===== config.mk =====
export PLATFORM = sky130hd
export DESIGN_NAME = axis_fp16_downsize_128to32
export DESIGN_NICKNAME = d
export VERILOG_FILES = /design/src/rtl/axis_fp16_downsize_128to32_pkg.sv /design/src/rtl/axis_fp16_downsize_128to32.sv
export SDC_FILE = /design/constraint.sdc
export NUM_CORES = 1
export LEC_CHECK = 0
export ABC_AREA = 1
export CORE_MARGIN = 3
export CORE_UTILIZATION = 49
export CTS_CLUSTER_DIAMETER = 100
export DETAILED_ROUTE_END_ITERATION = 8
export PLACE_DENSITY_LB_ADDON = 0.1
export SETUP_SLACK_MARGIN = 0.3
export SLEW_MARGIN = 0
export SYNTH_ARGS = -nofsm -noshare
export SYNTH_HDL_FRONTEND = slang
export SYNTH_SLANG_ARGS = --single-unit

===== constraint.sdc =====
create_clock -name aclk -period 1.8 [get_ports aclk]
set_input_delay 0.45 -clock aclk [delete_from_list [all_inputs] [get_ports aclk]]
set_output_delay 0.45 -clock aclk [all_outputs]
set_load 0.01 [all_outputs]

===== src/rtl/axis_fp16_downsize_128to32_pkg.sv =====
// Shared constants and helpers for the FP16 128-to-32 AXI-Stream width converter.
package axis_fp16_downsize_128to32_pkg;

    localparam int unsigned FP16_W        = 16;
    localparam int unsigned LANES_PER_128 = 8;
    localparam int unsigned DEF_W_IN      = FP16_W * LANES_PER_128;
    localparam int unsigned DEF_W_OUT     = 32;

    // Number of narrow beats produced per wide beat.
    function automatic int unsigned width_ratio(input int unsigned w_in, input int unsigned w_out);
        return w_in / w_out;
    endfunction

    // Bit offset of FP16 lane 'lane' inside a wide beat.
    function automatic int unsigned lane_offset(input int unsigned lane);
        return lane * FP16_W;
    endfunction

    localparam int unsigned DEF_RATIO = width_ratio(DEF_W_IN, DEF_W_OUT);

endpackage


===== src/rtl/axis_fp16_downsize_128to32.sv =====
// Serialises each wide AXI-Stream beat into W_IN/W_OUT narrow beats, low slice first,
// preserving packet framing and keeping packet/beat debug counters.
module axis_fp16_downsize_128to32 #(
    parameter int unsigned W_IN  = 128,
    parameter int unsigned W_OUT = 32,
    parameter int unsigned CNT_W = 16
) (
    input  logic             aclk,
    input  logic             aresetn,
    input  logic [W_IN-1:0]  s_tdata,
    input  logic             s_tvalid,
    output logic             s_tready,
    input  logic             s_tlast,
    output logic [W_OUT-1:0] m_tdata,
    output logic             m_tvalid,
    input  logic             m_tready,
    output logic             m_tlast,
    output logic [CNT_W-1:0] pkt_cnt,
    output logic [CNT_W-1:0] beat_cnt
);

    import axis_fp16_downsize_128to32_pkg::*;

    localparam int unsigned RATIO = width_ratio(W_IN, W_OUT);
    localparam int unsigned IDX_W = (RATIO > 1) ? $clog2(RATIO) : 1;
    localparam logic [IDX_W-1:0] IDX_LAST = IDX_W'(RATIO - 1);

    // Holding register is shifted down one slice per narrow handshake, so the
    // current slice always sits in the low W_OUT bits.
    logic [W_IN-1:0]  data_q;
    logic             full_q;
    logic             last_q;
    logic [IDX_W-1:0] idx_q;
    logic [CNT_W-1:0] pkt_q;
    logic [CNT_W-1:0] beat_q;

    logic last_slice_c;
    logic load_c;
    logic drain_c;

    // Handshake qualifiers; a wide beat may load in the cycle the final slice drains.
    assign last_slice_c = (idx_q == IDX_LAST);
    assign s_tready     = !full_q || (m_tready && last_slice_c);
    assign load_c       = s_tvalid && s_tready;
    assign drain_c      = full_q && m_tready;

    // Output stream is a direct view of the holding state.
    assign m_tvalid = full_q;
    assign m_tdata  = data_q[W_OUT-1:0];
    assign m_tlast  = full_q && last_q && last_slice_c;
    assign pkt_cnt  = pkt_q;
    assign beat_cnt = beat_q;

    // Holding register, slice index and framing flag; a load beats a final-slice drain.
    always_ff @(posedge aclk) begin
        if (!aresetn) begin
            data_q <= '0;
            full_q <= 1'b0;
            last_q <= 1'b0;
            idx_q  <= '0;
        end else if (load_c) begin
            data_q <= s_tdata;
            last_q <= s_tlast;
            idx_q  <= '0;
            full_q <= 1'b1;
        end else if (drain_c) begin
            if (last_slice_c) begin
                full_q <= 1'b0;
            end else begin
                idx_q  <= idx_q + IDX_W'(1);
                data_q <= {W_OUT'(0), data_q[W_IN-1:W_OUT]};
            end
        end
    end

    // Debug counters: narrow beats within the current packet and completed packets.
    always_ff @(posedge aclk) begin
        if (!aresetn) begin
            pkt_q  <= '0;
            beat_q <= '0;
        end else if (drain_c) begin
            if (m_tlast) begin
                beat_q <= '0;
                pkt_q  <= pkt_q + CNT_W'(1);
            end else begin
                beat_q <= beat_q + CNT_W'(1);
            end
        end
    end

endmodule


==> impl_metrics.csv, run 1 <==
group,metric,value,unit
floorplanning,row_count,44,
clocking,clkTransAtPathRegs,0.06,ns
clocking,cts.path.max_buffers,2,
critical_path,critPathLaunchType,"input port",
timing,fin_crit,1.68,ns
detailed_routing,viasPerCell,5.16,
timing,slew_headroom,0.648,
hold_path,whs_endpoint,"beat_cnt[6]",
finish,drive_gt1_frac,0.218,
clocking,insertion_delay,0.42,ns
timing,skew,0.00891,ns
finish,fin_util,0.750,
detailed_routing,wl_per_cell,15.6,um
finish,nFillCells,1136,
synth,synthTopCellsByArea,"dfxtp_1 43%, nand2_1 14%, o211ai_1 9.5%",
critical_path,r2r-end,"data_q[33]",
synth,syn_nets,1182,
global_routing,grt_pass1_vias,6796,
critical_path,r2r_setup_slack,0.12,ns
timing,fmax,0.595,GHz
synth,ys_types,31,
timing,rsz0062_at_grt,"true",
finish,area_growth,47.0,%
global_routing,grt_max_degree,112,
critical_path,endpoint_kind,"flop",
placement,post-place-ws,-0.281,ns
detailed_routing,via_count,7434,
floorplanning,fp.dieW,130,um
detailed_routing,antenna_left,0,
critical_path,path_cells,"clkdlybuf4s50_1 > inv_2 > a21oi_4 > buf_12 > buf_12 > buf_16 > nand3_1 > o211ai_1 > inv_2",
hold_path,hold_path.class,"reg2reg",
synth,ys_async_sr_fraction,0,
finish,layout_commonest_cell,"nand2_1",
synth,synth_top_area_cell,"dfxtp_1",
floorplanning,io_pins,200,
critical_path,cp_slowest_cell,"clkdlybuf4s50_1",
synth,synth-edff-count,0,
synth,synth_flop_cell,"dfxtp_1",
pwr,p_per_area,860,mW/mm^2
critical_path,path_max_fanout,11,
detailed_routing,dr.first_iter.drc_count,472,
clocking,root_buffer,"clkbuf_16",
finish,nets,1380,
status,outcome,"completed",
timing,drv_slew,0,
critical_path,crit_buf_inv,6,
global_routing,grt_use_total,0.236,
detailed_routing,routed_wl,22500,um
hold_path,holdPathStages,2,
clocking,cts_hold_buf,0,
synth,avgSynthCellArea,7.22,sq um
timing,fin_crit_sh,0.933,
critical_path,cpLargestDelayFamily,"buffers and inverters",
global_routing,grt_pass1_wl,32500,um
timing,hold_viol,0,
synth,seq_area_frac_synth,0.435,
critical_path,startpoint,"s_tvalid",
pwr,power,0.00954,W
critical_path,crit_type,"in2reg",
floorplanning,die-area,0.0169,sq mm
finish,layout_common_cells,"272 x nand2_1, 137 x dfxtp_1, 130 x clkdlybuf4s50_1, 105 x nand3_1, 96 x o211ai_1",
global_routing,overflow,0,
placement,port_buffers,199,
synth,yosysTopAreaCellShare,0.435,
critical_path,rr_worst_depth,10,
clocking,numClockSinks,164,
timing,setup_ws,0.120,ns
timing,worstMarginPinSlew,0.529,ns
global_routing,antenna_found_initial,1,
run,cap_violations,0,
placement,gp_congestion,0.794,
pwr,vdd_drop_max,0.000755,V
synth,syn-cell-area,0.00755,sq mm
critical_path,cp.arrival,1.99,ns
critical_path,r2r_start,"idx_q[0]",
floorplanning,start_util,0.510,
hold_path,hold_start,"beat_cnt[6]",
clocking,cts_max_level,4,
detailed_routing,drc,0,
critical_path,worstPathRequired,2.11,ns
clocking,cts_buffers,17,
synth,ys_ff_latch,164,
detailed_routing,dr.pass1.iters,5,
clocking,cts_tree,"done",
critical_path,max_stage_delay,0.53,ns
synth,synth_warnings,0,
floorplanning,chipHeight,130,um
pwr,leakage,4.97,nW
floorplanning,core,0.0148,sq mm
synth,synth_cells,1046,
timing,final-setup-viol-count,0,
placement,hpwlAfterDp,13300,um
cells in the mapped netlist (6+ instances only):
library cell  count
buf_4            37
clkbuf_1         24
a21oi_1          51
nand2b_1         32
nor2_1           42
buf_2            33
nand2_1         277
nor3_1            6
nand3_1         111
o21ai_0          13
dfxtp_1         164
inv_1            65
o211ai_1         96
inv_2            69
cell type report:
cell class | count | area (sq um) | share of cell area
Antenna cell | 1 | 2.50 | 0.000225
Timing Repair Buffer | 275 | 3080 | 0.277
Multi-Input combinational cell | 652 | 3350 | 0.302
Clock inverter | 12 | 158 | 0.0142
Clock buffer | 19 | 443 | 0.0399
Tap cell | 184 | 230 | 0.0207
Sequential cell | 164 | 3330 | 0.300
Inverter | 134 | 508 | 0.0458
worst register-to-register path, delay by kind of cell (launching register included):
kind / cells / cell delay, ns
buf+inv: 6 / 0.69
flops: 1 / 0.36
compound gates: 2 / 0.30
fa+ha+maj: 1 / 0.15
simple gates: 1 / 0.08
report_power, final:
part	leakage, nW	internal, W	switching, W
Combinational	3.32	0.000987	0.000834
Sequential	1.36	0.00387	0.000151
Clock	0.285	0.00221	0.00148
timing repair:
item | 4_1_cts | 5_1_grt
gates cloned | 3 | 21
setup buffers | 1 | 12
endpoints found under the setup margin | 215 | 205
gates resized for setup | 156 | 113
pin swaps | 4 | 12
per-layer routing:
| metal | vias up | global-route usage | share of wire |
|---|---|---|---|
| met5 | - | 0 | 0 |
| met4 | 0 | 0.0807 | 0.021 |
| met2 | 219 | 0.412 | 0.51 |
| met3 | 29 | 0.0503 | 0.058 |
| li1 | 3748 | - | - |
| met1 | 3438 | 0.290 | 0.41 |
per-stage QoR:
step / setup TNS [ns] / instances / cell area (sq um) / hold slack [ns]
after global placement: -25.00 / 1372 / 9690 / 0.455
after CTS: 0 / 1407 / 10400 / 0.462
final: 0 / 1441 / 11100 / 0.464
after floorplan: 0 / 1046 / 7590 / 0.445
after global routing: 0 / 1441 / 11100 / 0.491
after detailed placement: -25.94 / 1372 / 9690 / 0.455
state kept, by name, indices dropped and copies added (netlist names):
signal and count:
idx_q 2, beat_cnt 16, pkt_cnt 16, m_tvalid 1
last_q 1, data_q 128
cells by family (layout without fill, tap and decap cells):
family | count (synthesis) | in the layout | synth area share
AND/OR/NAND/NOR | 480 | 481 | 0.275
buffers and inverters | 231 | 440 | 0.140
AO/OA/AOI/OAI | 165 | 165 | 0.143
flip-flops | 164 | 164 | 0.435
adder cells (fa/ha/maj) | 3 | 3 | 0.00497
XOR/XNOR | 3 | 3 | 0.00348
other | 0 | 1 | 0
how the worst max path moves through the flow:
stage,to,cells after the start
6_report,data_q[43],9
5_1_grt,data_q[58],10
4_1_cts,s_tready,4
3_5_place_dp,s_tready,4
3_3_place_gp,s_tready,4
2_1_floorplan,data_q[80],9
Power figures use the tool's default switching activity.
==> inputs of run 2 (changes only) <==
Settings changed: CELL_PAD_IN_SITES_DETAIL_PLACEMENT set to 0, CELL_PAD_IN_SITES_GLOBAL_PLACEMENT set to 1, CORE_UTILIZATION 49 to 35, CTS_CLUSTER_DIAMETER 100 to not set, SKIP_CTS_REPAIR_TIMING set to 1.
==> run 2 against run 1 <==
  * Clock skew grew 0.0012 ns
  * Via count up 6.1%
  * Utilization decreased by 7.0 points
  * Fmax decreased by 2.7%
  * Sequential power rose by 1%
  * Non-clock buffer count is 45 higher
  * Setup slack got worse by 0.047 ns
  * Critical endpoint is now data_q[56]
==> impl_metrics.csv, run 2 (synthesized netlist as in run 1, its figures left out) <==
group,metric,value,unit
detailed_routing,dr.pass1.iters,6,
pwr,power,0.0104,W
floorplanning,start_util,0.358,
floorplanning,chipHeight,153,um
clocking,cts_tree,"done",
global_routing,grt_pass1_vias,6833,
timing,worst_hold_slack,0.479,ns
status,outcome,"completed",
pwr,clkPwrFrac,0.345,
pwr,combPwrFrac,0.262,
floorplanning,io_pins,200,
critical_path,endpoint_kind,"flop",
floorplanning,fp.dieW,153,um
clocking,cts.path.max_buffers,2,
timing,fin_crit,1.73,ns
floorplanning,core,0.0211,sq mm
pwr,leakage,7.73,nW
critical_path,r2r-end,"data_q[56]",
critical_path,worstPathRequired,2.12,ns
finish,drive_gt1_frac,0.479,
timing,drv_slew,0,
finish,num_antenna_cells,0,
critical_path,rr_worst_depth,11,
pwr,switching_share,0.301,
timing,skew,0.0101,ns
finish,layout_common_cells,"143 x dfxtp_1, 139 x nand2_4, 129 x clkdlybuf4s50_1, 102 x nand3_2, 96 x o211ai_1",
pwr,power_frac_seq,0.393,
finish,nets,1431,
detailed_routing,viasPerCell,4.98,
global_routing,grt_max_degree,112,
finish,largest_register_ffs,128,
finish,area_growth,89.7,%
pwr,p_per_area,725,mW/mm^2
timing,fin_crit_sh,0.959,
clocking,cts_max_level,4,
critical_path,crit_type,"reg2reg",
hold_path,hold_start,"beat_cnt[6]",
timing,worstMarginPinSlew,0.587,ns
pwr,p_sw,0.00313,W
detailed_routing,routed_wl,29000,um
floorplanning,die-area,0.0234,sq mm
detailed_routing,via_count,7889,
global_routing,overflow,0,
hold_path,holdPathStages,2,
clocking,clkTransAtPathRegs,0.07,ns
timing,fmax,0.579,GHz
hold_path,whs_endpoint,"beat_cnt[6]",
run,cap_violations,0,
critical_path,path_max_fanout,7,
finish,design_area,0.0143,sq mm
hold_path,hold_path.class,"reg2reg",
placement,port_buffers,199,
clocking,root_buffer,"clkbuf_16",
pwr,p_int,0.00726,W
placement,gp_congestion,0.796,
floorplanning,row_count,53,
finish,regMostFlops,"data_q",
critical_path,r2r_setup_slack,0.07,ns
detailed_routing,dr.first_iter.drc_count,291,
global_routing,grt_pass1_wl,34500,um
critical_path,critPathLaunchType,"flop",
pwr,vdd_drop_max,0.000613,V
clocking,insertion_delay,0.43,ns
critical_path,r2r_start,"idx_q[1]",
global_routing,grt_use_total,0.179,
timing,slew_headroom,0.609,
timing,hold_viol,0,
placement,place_area,0.00988,sq mm
finish,regArea,0.00331,sq mm
detailed_routing,wl_per_cell,18.3,um
finish,layout_commonest_cell,"dfxtp_1",
detailed_routing,antenna_left,0,
finish,multi_input_area,0.00536,sq mm
timing,final-setup-viol-count,0,
critical_path,cp.arrival,2.05,ns
placement,hpwlAfterDp,14700,um
global_routing,antenna_found_initial,1,
finish,fin_util,0.679,
clocking,cts_buffers,17,
detailed_routing,drc,0,
timing,rsz0062_at_grt,"true",
clocking,numClockSinks,164,
finish,nFillCells,1678,
-- run 2: cell type report --
type,count,share of cell area
Clock buffer,17,0.0297
Clock inverter,15,0.0102
Inverter,134,0.0364
Sequential cell,164,0.231
Timing Repair inverter,3,0.00341
Timing Repair Buffer,320,0.291
Multi-Input combinational cell,655,0.374
Tap cell,275,0.0240
-- run 2: worst max-delay path by stage --
stage / end / slack, ns / depth (start not counted) / from
2_1_floorplan: data_q[80] / 0.31 / 9 / idx_q[0]
3_3_place_gp: data_q[94] / -0.26 / 9 / m_tready
3_5_place_dp: pkt_cnt[15] / -0.28 / 10 / m_tready
4_1_cts: m_tlast / -0.43 / 4 / idx_q[0]
5_1_grt: data_q[58] / -0.01 / 11 / idx_q[1]
6_report: data_q[56] / 0.07 / 11 / idx_q[1]
-- run 2: metrics by stage --
stage / setup TNS (ns) / std cells / setup slack (ns)
4_1_cts: -2.35 / 1499 / -0.434
3_3_place_gp: -27.49 / 1467 / -0.257
5_1_grt: -0.0220 / 1583 / -0.0148
2_1_floorplan: 0 / 1046 / 0.308
6_report: 0 / 1583 / 0.0731
3_5_place_dp: -30.37 / 1467 / -0.279
-- run 2: per-layer routing --
metal	track usage	share of wire
met1	0.228	0.42
met4	0.0369	0.014
met2	0.307	0.52
met5	0	0.00045
met3	0.0453	0.046
-- run 2: critical path, stage by stage (launching register included) --
cell and delay (ns):
dfxtp_2 0.36, ha_4 0.18, nand2_2 0.06, nand2_2 0.09, buf_8 0.14, buf_12 0.13
nand2_8 0.10, clkbuf_16 0.25, nand2_4 0.08, nand3_2 0.06, o211ai_1 0.13, inv_2 0.04
-- run 2: power groups by stage --
stage          Clock [W]  Sequential (W)  Combinational (W)
6_report         0.00359         0.00408            0.00272
5_1_grt          0.00382         0.00411            0.00290
4_1_cts          0.00366         0.00402            0.00158
3_5_place_dp           0         0.00410            0.00157
3_3_place_gp           0         0.00410            0.00157
2_1_floorplan          0         0.00406           0.000932
